File: src/rtl/hist_eq_pkg.sv
// Shared definitions for the histogram-equalization pipeline: table geometry,
// lane packing constants and the CDF builder state encoding.
package hist_eq_pkg;

   localparam int LANES    = 4;
   localparam int LANE_W   = 32;
   localparam int COUNT_W  = 20;
   localparam int WORD_W   = 128;
   localparam int ADDR_W   = 16;
   localparam int NUM_BINS = 256;

   // Largest representable bin count; sums above this saturate.
   localparam logic [COUNT_W-1:0] COUNT_MAX = '1;

   typedef enum logic [1:0] {
      IDLE  = 2'd0,
      READ  = 2'd1,
      DRAIN = 2'd2,
      DONE  = 2'd3
   } state_t;

endpackage

File: src/rtl/cdf_prefix4.sv
// Combinational 4-lane saturating prefix sum for one packed histogram word.
// Also reports the first (lowest-lane) nonzero cumulative value in the word.
module cdf_prefix4
   import hist_eq_pkg::*;
(
   input  logic [COUNT_W-1:0] accIn,
   input  logic [WORD_W-1:0]  word,
   output logic [WORD_W-1:0]  prefix,
   output logic [COUNT_W-1:0] accOut,
   output logic               ovf,
   output logic               nzValid,
   output logic [COUNT_W-1:0] nzValue
);

   logic [COUNT_W-1:0] runSum;
   logic [COUNT_W:0]   wideSum;

   // Upper lane bits carry no count information and are intentionally dropped.
   logic unusedHighBits;
   assign unusedHighBits = ^{word[127:116], word[95:84], word[63:52], word[31:20]};

   // Ripple the running sum through the lanes, clamping at COUNT_MAX; once
   // clamped the sum stays clamped because lane counts are non-negative.
   always_comb begin
      prefix  = '0;
      ovf     = 1'b0;
      nzValid = 1'b0;
      nzValue = '0;
      wideSum = '0;
      runSum  = accIn;
      for (int i = 0; i < LANES; i++) begin
         wideSum = {1'b0, runSum} + {1'b0, word[i*LANE_W +: COUNT_W]};
         if (wideSum > {1'b0, COUNT_MAX}) begin
            runSum = COUNT_MAX;
            ovf    = 1'b1;
         end else begin
            runSum = wideSum[COUNT_W-1:0];
         end
         prefix[i*LANE_W +: LANE_W] = {{(LANE_W-COUNT_W){1'b0}}, runSum};
         if (!nzValid && (runSum != '0)) begin
            nzValid = 1'b1;
            nzValue = runSum;
         end
      end
      accOut = runSum;
   end

endmodule

File: src/rtl/cdf_builder.sv
// CDF builder: streams the packed histogram from M1, writes the running
// cumulative distribution to M2 and derives CdfMin and the equalization divisor.
//
// Handshake: there is no backpressure anywhere. `start` is a level that is
// only sampled while IDLE; M1 returns data exactly one cycle after the address;
// every cycle with WriteEnable=1 is a committed M2 write; `done` is a single
// cycle pulse, coherent with CdfMin/divisor/overflow.
module cdf_builder
   import hist_eq_pkg::*;
#(
   parameter logic [ADDR_W-1:0] HIST_BASE = 16'd0,
   parameter logic [ADDR_W-1:0] CDF_BASE  = 16'd0,
   parameter int                NUM_WORDS = 64
)
(
   input  logic               clock,
   input  logic               reset_n,
   input  logic               start,
   output logic [ADDR_W-1:0]  M1_ReadAddress,
   input  logic [WORD_W-1:0]  M1_ReadBus,
   output logic               WriteEnable,
   output logic [ADDR_W-1:0]  CDF_MEMAddress,
   output logic [WORD_W-1:0]  CDF_MEMBus,
   output logic [COUNT_W-1:0] CdfMin,
   output logic [COUNT_W-1:0] divisor,
   output logic               overflow,
   output logic               busy,
   output logic               done,
   output state_t             dbgState
);

   localparam logic [ADDR_W-1:0] LAST_IDX = ADDR_W'(NUM_WORDS - 1);

   state_t             state;
   state_t             stateNext;
   logic [ADDR_W-1:0]  readCnt;
   logic               lastRead;
   logic               startRun;
   logic               enterDone;

   logic               dataValid;
   logic [ADDR_W-1:0]  dataIdx;

   logic [COUNT_W-1:0] acc;
   logic               found;

   logic [WORD_W-1:0]  prefix;
   logic [COUNT_W-1:0] accNext;
   logic               wordOvf;
   logic               nzValid;
   logic [COUNT_W-1:0] nzValue;

   assign lastRead  = (readCnt == LAST_IDX);
   assign startRun  = (state == IDLE) && start;
   assign enterDone = (state == DRAIN) && (stateNext == DONE);

   assign busy     = (state != IDLE);
   assign done     = (state == DONE);
   assign dbgState = state;

   cdf_prefix4 u_prefix (
      .accIn   (acc),
      .word    (M1_ReadBus),
      .prefix  (prefix),
      .accOut  (accNext),
      .ovf     (wordOvf),
      .nzValid (nzValid),
      .nzValue (nzValue)
   );

   // State register.
   always_ff @(posedge clock or negedge reset_n) begin
      if (!reset_n) state <= IDLE;
      else          state <= stateNext;
   end

   // Next-state logic; DRAIN ends when the final write is on the bus and
   // nothing is left in the data stage behind it.
   always_comb begin
      stateNext = state;
      case (state)
         IDLE:    if (start) stateNext = READ;
         READ:    if (lastRead) stateNext = DRAIN;
         DRAIN:   if (!dataValid && WriteEnable) stateNext = DONE;
         DONE:    stateNext = IDLE;
         default: stateNext = IDLE;
      endcase
   end

   // Read address generator: one histogram address per READ cycle, held when idle.
   always_ff @(posedge clock or negedge reset_n) begin
      if (!reset_n) begin
         M1_ReadAddress <= '0;
         readCnt        <= '0;
      end else if (startRun) begin
         M1_ReadAddress <= HIST_BASE;
         readCnt        <= '0;
      end else if ((state == READ) && !lastRead) begin
         M1_ReadAddress <= M1_ReadAddress + 1'b1;
         readCnt        <= readCnt + 1'b1;
      end
   end

   // Tags the cycle in which M1 data for word dataIdx is on the bus.
   always_ff @(posedge clock or negedge reset_n) begin
      if (!reset_n) begin
         dataValid <= 1'b0;
         dataIdx   <= '0;
      end else begin
         dataValid <= (state == READ);
         dataIdx   <= readCnt;
      end
   end

   // Write stage: register the prefix word and its M2 address.
   always_ff @(posedge clock or negedge reset_n) begin
      if (!reset_n) begin
         WriteEnable    <= 1'b0;
         CDF_MEMAddress <= '0;
         CDF_MEMBus     <= '0;
      end else begin
         WriteEnable <= dataValid;
         if (dataValid) begin
            CDF_MEMAddress <= CDF_BASE + dataIdx;
            CDF_MEMBus     <= prefix;
         end
      end
   end

   // Accumulator and run results; divisor is formed on the edge entering DONE.
   always_ff @(posedge clock or negedge reset_n) begin
      if (!reset_n) begin
         acc      <= '0;
         found    <= 1'b0;
         CdfMin   <= '0;
         divisor  <= '0;
         overflow <= 1'b0;
      end else if (startRun) begin
         acc      <= '0;
         found    <= 1'b0;
         CdfMin   <= '0;
         divisor  <= '0;
         overflow <= 1'b0;
      end else if (dataValid) begin
         acc <= accNext;
         if (wordOvf) overflow <= 1'b1;
         if (!found && nzValid) begin
            CdfMin <= nzValue;
            found  <= 1'b1;
         end
      end else if (enterDone) begin
         divisor <= acc - CdfMin;
      end
   end

endmodule

File: config.mk
export PLATFORM = sky130hd
export DESIGN_NAME = cdf_builder
export DESIGN_NICKNAME = d
export VERILOG_FILES = /design/src/rtl/hist_eq_pkg.sv /design/src/rtl/cdf_prefix4.sv /design/src/rtl/cdf_builder.sv
export SDC_FILE = /design/constraint.sdc
export NUM_CORES = 1
export LEC_CHECK = 0
export ABC_AREA = 1
export CORE_MARGIN = 2
export CORE_UTILIZATION = 48
export DETAILED_ROUTE_END_ITERATION = 6
export PLACE_DENSITY = 0.79
export SLEW_MARGIN = 10
export SYNTH_ARGS = -nofsm -noshare
export SYNTH_HDL_FRONTEND = slang
export SYNTH_SLANG_ARGS = --single-unit
File: constraint.sdc
create_clock -name clock -period 6.5 [get_ports clock]
set_clock_uncertainty 0.05 [all_clocks]
set_input_delay 1.625 -clock clock [delete_from_list [all_inputs] [get_ports clock]]
set_output_delay 1.625 -clock clock [all_outputs]
set_load 0.02 [all_outputs]
==> key figures <==
Outcome
  • Outcome: finished with violations
  • Violated checks: negative setup slack

STA
  • Final WS setup: -1.753 ns
  • Worst slew pin tran: 1.212 ns
  • Final Slew Violations: 0
  • Final Hold Viols: 0
  • Slew headroom: 0.1923
  • Setup TNS: -61.67 ns
  • Hold Slack: 0.3300 ns
  • Setup repair after global routing missed its margin: yes
  • Finish-stage setup viols: 62
  • Final min period: 8.253 ns
  • Final Cycle Share: 1.270
  • Fmax: 0.1212 GHz

Place
  • Port-buffer cells: 240
  • HPWL after detailed placement: 48,220 µm
  • Placed cell count: 3,415
  • Post-place setup slack: -2.838 ns
  • Placed instance area: 0.02232 mm²
  • GP Congestion: 1.034

Pwr
  • Pwr Density: 566.2 mW/mm²
  • Switching Share: 0.4980
  • Reg power frac: 0.117
  • Pint: 7.690 mW
  • Clock share of power: 0.092
  • P_sw: 7.630 mW
  • Final Power: 15.32 mW
  • Worst vdd ir: 0.3510 mV
  • Comb power frac: 0.791
  • Leakage: 12.81 nW

Final layout
  • Most frequent cells in the layout: 552 x nand2_1, 418 x buf_4, 256 x inv_1, 219 x clkdlybuf4s50_1, 209 x dfrtp_1
  • Most common library cell in the layout ignoring fill and taps: nand2_1
  • Final core utilization: 0.8089
  • Final instance count without filler cells: 3,569
  • Share of cells above drive strength 1: 0.3715
  • Post-route cell area: 0.02706 mm²
  • Layout net count: 3,345
  • P&R area growth vs syn: 65.96%

Yosys
  • Syn Inst Count: 2,409
  • Synth Cell Area: 0.01630 mm²
  • Post-Syn Area per Cell: 6.768 µm²
  • Synth Warn #: 0
  • Synth Register Bits: 210
  • Post-synth ARST share: 1.000
  • Synth top area share: 0.3223
  • Post-synth top area cell: dfrtp_1
  • Distinct cells, synth: 47
  • Top post-synthesis cells by area: dfrtp_1 32%, nand2_1 18%, ha_1 8.2%
  • EDFF count, synth: 0
  • Post-synthesis sequential area ratio: 0.3223
  • Ys flop type: dfrtp_1

Floorplanning
  • Ports: 337
  • Die Y: 188.3 µm
  • Die span in x: 188.3 µm
  • Core area: 0.03345 mm²
  • FP Rows: 67
  • Initial core utilization: 0.4874
  • Full die area: 0.03546 mm²

Run
  • Max Cap Viol: 0

Setup path
  • WP depth: 50
  • Worst path required time: 6.91 ns
  • Max incr delay on CP: 0.33 ns
  • Slowest CP cell: a21oi_1
  • Reg2reg path depth: 51
  • Most common cell on crit path: buf_4
  • R2r endpoint: CdfMin[3]$_DFFE_PN0P_
  • CP Launch Point: M1_ReadBus[16]
  • Crit path launch type: input port
  • Crit path buffers/inverters: 14
  • Setup CP Type: input port to register
  • Crit path max-delay family: simple AND/OR/NAND/NOR gates
  • Worst Setup EP: CdfMin[3]$_DFFE_PN0P_
  • Reg2reg start: acc[0]$_DFFE_PN0P_
  • Arrival time at the worst endpoint: 8.66 ns
  • Crit. End Element: register
  • R2R Setup Slk: -1.12 ns
  • Crit path max fanout: 10

Global route
  • Vias in the first global route: 19,470
  • Pin count of the biggest net entering global routing: 127
  • First-pass GRT wire length: 103,700 µm
  • Initial antenna violation count: 1
  • Gr usage total: 0.3685
  • Remaining global-route overflow: 0

Clocking
  • Total CTS buffers: 25
  • Longest Clk Path Bufs: 3
  • Clock Latency Late Sink: 0.57 ns
  • Hold-fix buffers, CTS: 0
  • CTS sink count: 210
  • Clk slew on worst S/H paths: 0.06 ns
  • TritonCTS clock tree: yes
  • Root buffer cell: clkbuf_16
  • Number of H-tree levels: 1

Routing
  • DRC violations left: 0
  • Vias per cell: 5.870
  • First drt pass iteration count: 7
  • DR vias: 20,950
  • Final ANT Viol Nets: 0
  • Starting DRT DRC Count: 2,239
  • DR WL/cell: 21.06 µm
  • WL final: 75,180 µm

Min path
  • HP Class: register to register
==> area by class of cell <==
type                            instances  area [µm²]
Fill cell                            1978        6391
Antenna cell                            1       2.502
Tap cell                              448       560.5
Timing Repair Buffer                  732        6536
Inverter                              305        1182
Clock buffer                           33       665.6
Sequential cell                       210        5256
Clock inverter                         12       125.1
Multi-Input combinational cell       1828       12730
==> state kept, by name, summed over array words and instances (netlist names) <==
register	cells
CDF_MEMAddress	16
CDF_MEMBus	80
CdfMin	20
M1_ReadAddress	16
WriteEnable	1
acc	20
dataIdx	16
dataValid	1
dbgState	2
divisor	20
found	1
overflow	1
readCnt	16
==> cell usage after synthesis (8+ instances only) <==
| master | number |
|---|---|
| inv_1 | 295 |
| nand2_1 | 773 |
| nand4_1 | 44 |
| ha_1 | 107 |
| nor3_1 | 25 |
| a31oi_1 | 17 |
| dfrtp_1 | 210 |
| nand3_1 | 223 |
| buf_4 | 55 |
| o21ai_0 | 107 |
| clkbuf_1 | 33 |
| nor2_1 | 189 |
| a21oi_1 | 129 |
| xnor2_1 | 19 |
| nand3_2 | 22 |
| buf_2 | 11 |
| buf_6 | 8 |
| o21bai_1 | 9 |
| nand3b_1 | 24 |
| xor2_1 | 19 |
==> power by group through the flow <==
stage                     combinational (mW)  sequential [mW]  clock (mW)
after floorplan                         4.06             1.93           0
after global placement                  8.23             1.78           0
after detailed placement                8.36             1.77           0
after CTS                               10.2             1.77        1.39
after global routing                    12.7             1.80        1.45
final                                   12.1             1.79        1.41
==> how the worst min path moves through the flow <==
stage | startpoint | to | slack, ns | cells past startpoint
after floorplan | readCnt[15]$_DFFE_PN0P_ | dataIdx[15]$_DFF_PN0_ | 0.30 | 0
after global routing | readCnt[9]$_DFFE_PN0P_ | dataIdx[9]$_DFF_PN0_ | 0.34 | 0
after global placement | readCnt[9]$_DFFE_PN0P_ | dataIdx[9]$_DFF_PN0_ | 0.32 | 0
after detailed placement | readCnt[9]$_DFFE_PN0P_ | dataIdx[9]$_DFF_PN0_ | 0.31 | 0
after CTS | readCnt[9]$_DFFE_PN0P_ | dataIdx[9]$_DFF_PN0_ | 0.32 | 0
final | readCnt[9]$_DFFE_PN0P_ | dataIdx[9]$_DFF_PN0_ | 0.33 | 0
==> kinds of logic (layout without fill, tap and decap cells) <==
kind of cell             Yosys count  count (layout)  share of synthesized area
AO/OA/AOI/OAI                    287             287                    0.09701
XOR/XNOR                          38              38                    0.02041
adder cells (fa/ha/maj)          112             112                    0.08826
buffers and inverters            420            1082                     0.1143
flip-flops                       210             210                     0.3223
other                              1              49                  0.0002300
AND/OR/NAND/NOR                 1341            1343                     0.3575
==> routing by layer <==
layer | global-route usage | routed length (µm) | vias to the layer above
met5 | 0 | 9 | -
met4 | 0.1947 | 6233 | 2
met3 | 0.04787 | 7683 | 515
met2 | 0.6089 | 33550 | 1493
met1 | 0.4727 | 27700 | 9857
li1 | - | - | 9083
==> repair_timing <==
action,CTS,global route
hold endpoints to repair,0,0
buffers inserted,66,44
pin swaps,148,165
setup endpoints to repair,62,62
gates resized for setup,534,249
cloned,8,1
Power figures use the tool's default switching activity.
